**config.mk**
```make
export PLATFORM = sky130hd
export DESIGN_NAME = vga_pattern
export DESIGN_NICKNAME = d
export VERILOG_FILES = /design/src/rtl/vga_pattern.sv
export SDC_FILE = /design/constraint.sdc
export NUM_CORES = 1
export LEC_CHECK = 0
export CELL_PAD_IN_SITES_DETAIL_PLACEMENT = 0
export CELL_PAD_IN_SITES_GLOBAL_PLACEMENT = 1
export CORE_MARGIN = 3
export CORE_UTILIZATION = 25
export CTS_CLUSTER_SIZE = 12
export DETAILED_ROUTE_END_ITERATION = 10
export PLACE_DENSITY = 0.63
export RECOVER_POWER = 100
export SLEW_MARGIN = 20
export SYNTH_ARGS = -nofsm -noshare
export SYNTH_HDL_FRONTEND = slang
export SYNTH_SLANG_ARGS = --single-unit
```
**constraint.sdc**
```tcl
create_clock -name clk_i -period 4 [get_ports clk_i]
set_input_delay 0.8 -clock clk_i [delete_from_list [all_inputs] [get_ports clk_i]]
set_output_delay 0.8 -clock clk_i [all_outputs]
set_load 0.005 [all_outputs]
```
**src/rtl/vga_pattern.sv**
```systemverilog
// Test-pattern generator that sits behind a VGA sync generator.
// It takes the raw counts and sync signals and produces a 2-stage registered
// colour path: colour bars, checkerboard, gradient or solid colour.
// A bouncing box can be drawn over the pattern.
module vga_pattern #(
  parameter logic [9:0] HDISP = 10'd640,
  parameter logic [9:0] VDISP = 10'd480,
  parameter logic [9:0] BOX   = 10'd32
) (
  input  logic       clk_i,
  input  logic       rst_i,
  input  logic [9:0] hcount_i,
  input  logic [9:0] vcount_i,
  input  logic       hs_i,
  input  logic       vs_i,
  input  logic [1:0] mode_i,
  input  logic       box_en_i,
  output logic [3:0] vga_r_o,
  output logic [3:0] vga_g_o,
  output logic [3:0] vga_b_o,
  output logic       vga_hs_o,
  output logic       vga_vs_o,
  output logic       frame_tick_o
);

  localparam logic [9:0] BarW  = HDISP / 10'd8;
  localparam logic [9:0] BxMax = HDISP - BOX;
  localparam logic [9:0] ByMax = VDISP - BOX;

  // Stage 1 registers
  logic [9:0] hc_q;
  logic [3:0] vc_hi_q;  // vcount[7:4]: all the colour logic needs vertically
  logic       active_q, hit_q, box_en_q, hs1_q, vs1_q;
  // Stage 2 registers (drive the outputs directly)
  logic [3:0] r_q, g_q, b_q;
  logic [3:0] r_d, g_d, b_d;
  logic       hs2_q, vs2_q;
  // Frame-rate state
  logic       frame_tick_q;
  logic [1:0] mode_q;
  logic [9:0] bx_q, by_q, bx_d, by_d;
  logic       dx_q, dy_q, dx_d, dy_d;

  logic        active_d, hit_d, frame_evt;
  logic [10:0] bx_end, by_end;
  logic [2:0]  bar_idx;

  assign active_d  = (hcount_i < HDISP) && (vcount_i < VDISP);
  assign frame_evt = (hcount_i == 10'd0) && (vcount_i == VDISP);

  // 11-bit box extent so the far edge cannot wrap around zero
  assign bx_end = {1'b0, bx_q} + {1'b0, BOX};
  assign by_end = {1'b0, by_q} + {1'b0, BOX};
  assign hit_d  = (hcount_i >= bx_q) && ({1'b0, hcount_i} < bx_end) &&
                  (vcount_i >= by_q) && ({1'b0, vcount_i} < by_end);

  // Stage 1: capture counts, active flag, box hit and sync
  always_ff @(posedge clk_i or posedge rst_i) begin
    if (rst_i) begin
      hc_q     <= '0;
      vc_hi_q  <= '0;
      active_q <= 1'b0;
      hit_q    <= 1'b0;
      box_en_q <= 1'b0;
      hs1_q    <= 1'b0;
      vs1_q    <= 1'b0;
    end else begin
      hc_q     <= hcount_i;
      vc_hi_q  <= vcount_i[7:4];
      active_q <= active_d;
      hit_q    <= hit_d;
      box_en_q <= box_en_i;
      hs1_q    <= hs_i;
      vs1_q    <= vs_i;
    end
  end

  // Colour-bar index: count the bar boundaries at or left of the pixel
  always_comb begin
    logic [10:0] bar_edge;
    bar_idx  = '0;
    bar_edge = {1'b0, BarW};
    for (int k = 1; k < 8; k++) begin
      if ({1'b0, hc_q} >= bar_edge) bar_idx = bar_idx + 3'd1;
      bar_edge = bar_edge + {1'b0, BarW};
    end
  end

  // Pattern select, box overlay and blanking
  always_comb begin
    r_d = '0;
    g_d = '0;
    b_d = '0;
    if (active_q) begin
      if (box_en_q && hit_q) begin
        {r_d, g_d, b_d} = 12'hFFF;
      end else begin
        unique case (mode_q)
          2'd0: begin
            r_d = {4{bar_idx[2]}};
            g_d = {4{bar_idx[1]}};
            b_d = {4{bar_idx[0]}};
          end
          2'd1: begin
            if (hc_q[5] ^ vc_hi_q[1]) {r_d, g_d, b_d} = 12'hFFF;
          end
          2'd2: begin
            r_d = hc_q[7:4];
            g_d = vc_hi_q;
          end
          default: {r_d, g_d, b_d} = 12'h888;
        endcase
      end
    end
  end

  // Stage 2: register colour and the twice-delayed sync
  always_ff @(posedge clk_i or posedge rst_i) begin
    if (rst_i) begin
      r_q   <= '0;
      g_q   <= '0;
      b_q   <= '0;
      hs2_q <= 1'b0;
      vs2_q <= 1'b0;
    end else begin
      r_q   <= r_d;
      g_q   <= g_d;
      b_q   <= b_d;
      hs2_q <= hs1_q;
      vs2_q <= vs1_q;
    end
  end

  // Box step on each frame event; bounces at the edges without overshoot
  always_comb begin
    bx_d = bx_q;
    dx_d = dx_q;
    by_d = by_q;
    dy_d = dy_q;
    if (frame_evt) begin
      if (dx_q) begin
        if (bx_q >= BxMax) begin
          dx_d = 1'b0;
          bx_d = bx_q - 10'd1;
        end else begin
          bx_d = bx_q + 10'd1;
        end
      end else if (bx_q == 10'd0) begin
        dx_d = 1'b1;
        bx_d = 10'd1;
      end else begin
        bx_d = bx_q - 10'd1;
      end
      if (dy_q) begin
        if (by_q >= ByMax) begin
          dy_d = 1'b0;
          by_d = by_q - 10'd1;
        end else begin
          by_d = by_q + 10'd1;
        end
      end else if (by_q == 10'd0) begin
        dy_d = 1'b1;
        by_d = 10'd1;
      end else begin
        by_d = by_q - 10'd1;
      end
    end
  end

  // Frame-rate state: tick, mode latch and box position
  always_ff @(posedge clk_i or posedge rst_i) begin
    if (rst_i) begin
      frame_tick_q <= 1'b0;
      mode_q       <= '0;
      bx_q         <= '0;
      by_q         <= '0;
      dx_q         <= 1'b1;
      dy_q         <= 1'b1;
    end else begin
      frame_tick_q <= frame_evt;
      if (frame_evt) mode_q <= mode_i;
      bx_q <= bx_d;
      by_q <= by_d;
      dx_q <= dx_d;
      dy_q <= dy_d;
    end
  end

  assign vga_r_o      = r_q;
  assign vga_g_o      = g_q;
  assign vga_b_o      = b_q;
  assign vga_hs_o     = hs2_q;
  assign vga_vs_o     = vs2_q;
  assign frame_tick_o = frame_tick_q;

endmodule

```
Yosys cells after proc, flatten, opt, wreduce, memory -nomap -nowiden
Index checks and enable logic that the tools add are counted.

operators by class
  add/subtract/negate cells = 12
  magnitude comparators = 15
  equal/unequal tests = 3
  multiplexer cells = 29
  bitwise logic cells = 1
  reductions and logical operators = 10

operator list
  operator                                                                        count
  10-bit two-way mux                                                              6
  10-bit by 9-bit >= comparator with 1-bit output (second input constant)         4
  4-bit case mux with 3 select lines                                              3
  10-bit logical NOT                                                              3
  4-bit two-way mux                                                               7
  10-bit by 6-bit adder with 11-bit output (second input constant)                2
  10-bit by 11-bit less-than comparator with 1-bit output                         2
  10-bit by 1-bit adder with 10-bit output (second input constant)                2
  10-bit >= comparator                                                            2
  10-bit >= comparator (second input constant)                                    2
  10-bit by 8-bit >= comparator with 1-bit output (second input constant)         2
  10-bit by 1-bit subtractor with 10-bit output (second input constant)           2
  3-bit by 1-bit adder with 3-bit output (second input constant)                  6
  3-bit two-way mux                                                               6
  10-bit by 9-bit equality test with 1-bit output (second input constant)         1
  10-bit by 7-bit >= comparator with 1-bit output (second input constant)         1
  10-bit less-than comparator (second input constant)                             1
  10-bit by 9-bit less-than comparator with 1-bit output (second input constant)  1
  1-bit two-way mux                                                               7
  1-bit logical AND                                                               6
  2-bit by 1-bit equality test with 1-bit output (second input constant)          1
  2-bit equality test (second input constant)                                     1
  2-bit logical NOT                                                               1
  1-bit XOR                                                                       1

word-level totals
  register bits after elaboration = 58
  input bits = 27
  output and inout bits = 15
  logic and storage cells = 88

Longest topological paths before layout
  word-level depth = 17
  depth in mapped cells = 18
  gate-level depth less buffers = 17

Worst setup path after synthesis
Ideal clock, no wire load.

  path type = register to register
  start point = register hc_q[9]
  end point = register r_q[3] (netlist: vga_r_o[3])
  setup time = 0.136 ns
  arrival time = 3.474 ns
  required time = 3.864 ns
  path slack = 0.389 ns
  cell stages (with the launch flop) = 19
  path buffers = 1
  period minus slack after synthesis = 3.611 ns
  cell sequence = dfrtp_1 clkbuf_1 nor2_1 and3b_1 inv_1 ha_1 or2_2 ha_1 o21a_1 ha_1 xnor2_1 nand2_1 o21ai_0 ha_1 nand2_1 xnor2_1 xnor2_1 xnor2_1 a31oi_1

on the way
  word-level cells in the longest chain between the ends = 17
  elaborated cells on any way between the ends = 23
  those cells by class = 6 x add/sub; 7 x order compare; 10 x mux

RTL lines
  element                                          RTL line  RTL
  start: declaration                               31        logic [9:0] hc_q;
  start signal: assignment                         68        hc_q <= hcount_i;
  10-bit by 7-bit >= comparator with 1-bit output  84        if ({1'b0, hc_q} >= bar_edge) bar_idx = bar_idx + 3'd1;
  1-bit two-way mux                                84
  3-bit by 1-bit adder with 3-bit output           84
  3-bit two-way mux                                84
  3-bit by 1-bit adder with 3-bit output           84
  3-bit two-way mux                                84
  3-bit by 1-bit adder with 3-bit output           84
  3-bit two-way mux                                84
  [... 2 more ...]                                 -
  3-bit by 1-bit adder with 3-bit output           84
  3-bit two-way mux                                84
  3-bit by 1-bit adder with 3-bit output           84
  3-bit two-way mux *                              84
  4-bit case mux with 3 select lines *             98        unique case (mode_q)
  4-bit two-way mux *                              95        if (box_en_q && hit_q) begin
  4-bit two-way mux *                              94        if (active_q) begin
  named net r_d[3]                                 36        logic [3:0] r_d, g_d, b_d;
  end signal: assignment                           126       r_q <= r_d;
  end: declaration                                 35        logic [3:0] r_q, g_q, b_q;

The timed path passes the listed nets; every way through them passes the cells marked *.
A chain may end at the register's enable or synchronous reset.

Worst setup path after layout
  start point = register hc_q[5]
  end point = register r_q[0] (netlist: vga_r_o[0])

on the way
  word-level cells in the longest chain between the ends = 17
  elaborated cells on any way between the ends = 25
  those cells by class = 6 x add/sub; 7 x order compare; 11 x mux; 1 x bitwise

RTL lines
  element                                          RTL line
  10-bit by 7-bit >= comparator with 1-bit output  84
  1-bit two-way mux                                84
  3-bit by 1-bit adder with 3-bit output           84
  3-bit two-way mux                                84
  3-bit by 1-bit adder with 3-bit output           84
  3-bit two-way mux                                84
  3-bit by 1-bit adder with 3-bit output           84
  3-bit two-way mux                                84
  [... 2 more ...]                                 -
  3-bit by 1-bit adder with 3-bit output           84
  3-bit two-way mux                                84
  3-bit by 1-bit adder with 3-bit output           84
  3-bit two-way mux                                84
  4-bit case mux with 3 select lines *             98
  4-bit two-way mux *                              95
  4-bit two-way mux *                              94
  named net r_d[0]                                 36

Marks and branches as above.

==> results.json <==
{
  "yosysTopAreaCell": "dfrtp_1",
  "r2r_end": "vga_r_o[0]$_DFF_PP0_",
  "ys_top_cells_by_count": "nand2_1, dfrtp_1, ha_1",
  "fin_cells": 670,
  "synth_fp_nets": 518,
  "synth_compound_area_share_pct": 21.54,
  "worst_setup_path_end_kind": "register",
  "antenna_found_initial": 0,
  "synthTopCellsByArea": "dfrtp_1, ha_1, nand2_1",
  "async_flop_share_pct": 100.0,
  "final_nets": 555,
  "worstPathArrival_ns": 3.92,
  "rsz0062_at_grt": "false",
  "track_usage_pct": 12.23,
  "cts_tree": "built",
  "synth_area_per_cell_um2": 8.568,
  "crit_path_max_incr_delay_ns": 0.50,
  "synth.most_common_cell": "nand2_1",
  "htreeDepth": 2,
  "rr_worst_depth": 17,
  "cp_cell_sequence": "o21ai_0, and3b_1, inv_1, ha_1, or2_2, ha_1, o21a_1, ha_1, xnor2_1, nand2_1, o21ai_0, ha_1, nand2_1, xnor2_1, xnor2_1, xnor2_1, o22ai_1",
  "power_frac_seq_pct": 45.9,
  "setup_violations": 0,
  "whs_ns": 0.3520,
  "p_int_mw": 0.8891,
  "clkPwrFrac_pct": 36.9,
  "clk-insertion-delay-late_ns": 0.30,
  "crit_end": "vga_r_o[0]$_DFF_PP0_",
  "finalHoldViolations": 0,
  "cap_violations": 1,
  "synth.yosys.seq_area_share_pct": 33.96,
  "power.switching_mw": 0.3332,
  "worstPathRequired_ns": 4.17,
  "yosys_warnings": 0,
  "syn_to_final_growth_pct": 19.20,
  "synth-edff-count": 0,
  "fp.dieW_um": 129.9,
  "dr_total_vias": 3392,
  "synth_xor_area_share_pct": 4.107,
  "dpl.hpwl_mm": 7.867,
  "synth-simple-area-share_pct": 20.18,
  "crit_path_max_fanout": 11,
  "netlist_area_um2": 3839,
  "ys.flop_type": "dfrtp_1",
  "violations": "capacitance limit, slew limit",
  "antenna_cells": 0,
  "reg2reg_slack_ns": 0.25,
  "core_area_um2": 14750,
  "tightestPinTransition_ns": 1.723,
  "num_io_pins": 42,
  "crit_cells": 17,
  "crit_start": "hc_q[5]$_DFF_PP0_",
  "cts_resized": 0,
  "skew_ns": 0.01274,
  "postCtsSetupRepairBufs": 0,
  "synth_top_family_by_area": "compound AO/OA/AOI/OAI gates",
  "grt_pass1_vias": 3344,
  "place_inst": 662,
  "viasPerCell": 5.063,
  "grt_overflow_total": 0,
  "wl_per_cell_um": 14.90,
  "path_class": "register to register",
  "drt_wl_total_mm": 9.982,
  "drc": 0,
  "cts.clk_slew.worst_paths_ns": 0.08,
  "fp.dieH_um": 129.9,
  "routabilityCongestion": 0.8274,
  "grt_max_degree": 31,
  "layout-drive-gt1-share_pct": 4.733,
  "p_sw_share_pct": 27.26,
  "ys_seq_elements": 52,
  "status": "finished, violations left",
  "synth.distinct_cells": 61,
  "r2r-start": "hc_q[5]$_DFF_PP0_",
  "port_buffers": 41,
  "min_path_type": "register to register",
  "synth_fa_ha_area_share_pct": 14.02,
  "vdd_drop_max_v": 0.0001850,
  "setup_tns_ns": 0,
  "firstDrtPassIters": 4,
  "p_leak_nw": 1.832,
  "crit_path_start_kind": "register",
  "slew_viol_final": 31,
  "synthCells": 448,
  "fmax_mhz": 266.5,
  "start_util_pct": 26.02,
  "dieArea_um2": 16880,
  "post-route-period-util_pct": 93.80,
  "clockBufferDepth": 2,
  "cts_made_buffers": 5,
  "cts-root-buf": "clkbuf_16",
  "post-route-util_pct": 31.01,
  "synth.top_cell.area_share_pct": 32.59,
  "num_rows": 44,
  "drt_iter0_markers": 293,
  "synth.area.mux_share_pct": 1.108,
  "ant_nets": 0,
  "crit_family": "adder cells",
  "cpMaxStageDelayCell": "dfrtp_1",
  "period_minus_slack_ns": 3.752,
  "ctsHoldBuffers": 0,
  "timing.critical_path.buf_inv": 1,
  "clock-sinks": 52,
  "relSlewSlack_pct": -14.90,
  "p_per_area_nw_per_um2": 267.1,
  "grt_first_pass_wirelength_mm": 16.66,
  "power_frac_comb_pct": 17.2
}
through the flow:
step	power (mW)	cell area (µm²)	worst slack (ns)
2_1_floorplan	0.6937	3839	0.3893
3_3_place_gp	0.7892	4438	0.3702
3_5_place_dp	0.7948	4438	0.2926
4_1_cts	1.257	4589	0.2423
5_1_grt	1.289	4576	0.001850
6_report	1.222	4576	0.2480
cell usage in the layout (no fill, tap or decap), types with 19 or more instances in the layout:
master and count:
nand2_1 57, dfrtp_1 50, ha_1 43, o21ai_0 34, inv_1 31, a21oi_1 31
dlygate4sd3_1 29, nor2_1 21, nand3_1 19
state kept, by name, summed over array words and instances (netlist names):
signal / count
bx_q: 10
by_q: 10
hc_q: 6
vc_hi_q: 4
vga_g_o: 4
vga_r_o: 4
mode_q: 2
vga_b_o: 2
active_q: 1
box_en_q: 1
dx_q: 1
dy_q: 1
frame_tick_o: 1
hit_q: 1
hs1_q: 1
vga_hs_o: 1
vga_vs_o: 1
vs1_q: 1
cell families (layout without fill, tap and decap cells):
family | after synthesis | count (layout)
AND/OR/NAND/NOR | 155 | 155
AO/OA/AOI/OAI | 129 | 129
flip-flops | 52 | 52
buffers and inverters | 47 | 85
adder cells (fa/ha/maj) | 43 | 43
XOR/XNOR | 18 | 18
multiplexers | 4 | 4
worst min-delay path by stage:
stage,from,end,slack [ns],depth (start not counted)
finish,vs1_q$_DFF_PP0_,vga_vs_o$_DFF_PP0_,0.35,0
floorplan,hs1_q$_DFF_PP0_,vga_hs_o$_DFF_PP0_,0.33,0
detailed placement,vs1_q$_DFF_PP0_,vga_vs_o$_DFF_PP0_,0.34,0
global route,vs1_q$_DFF_PP0_,vga_vs_o$_DFF_PP0_,0.36,0
global placement,hs1_q$_DFF_PP0_,vga_hs_o$_DFF_PP0_,0.33,0
CTS,vs1_q$_DFF_PP0_,vga_vs_o$_DFF_PP0_,0.36,0
power groups by stage:
stage                     Clock, mW  Sequential, mW  Combinational [mW]
after detailed placement          0           0.572               0.223
final                         0.451           0.561               0.210
after floorplan                   0           0.568               0.125
after CTS                     0.471           0.562               0.224
after global routing          0.487           0.563               0.238
after global placement            0           0.571               0.218
routing by layer:
layer	up-vias	global-route usage, %	wire length [µm]
met5	-	0	0
met4	0	3.973	234
met3	12	2.006	361
met2	74	21.08	4812
met1	1591	15.62	4573
li1	1715	-	-
final cells by class:
cell class / count / area [µm²]
well taps: 184 / 230.2
multi-input cells: 349 / 2333
flip-flops and latches: 52 / 1304
clock inverters: 3 / 26.28
repair buffers: 46 / 440.4
clock buffers: 5 / 125.1
inverters: 31 / 116.4
fillers: 1546 / 10180
Note: power is estimated with default switching activity, not from simulation.
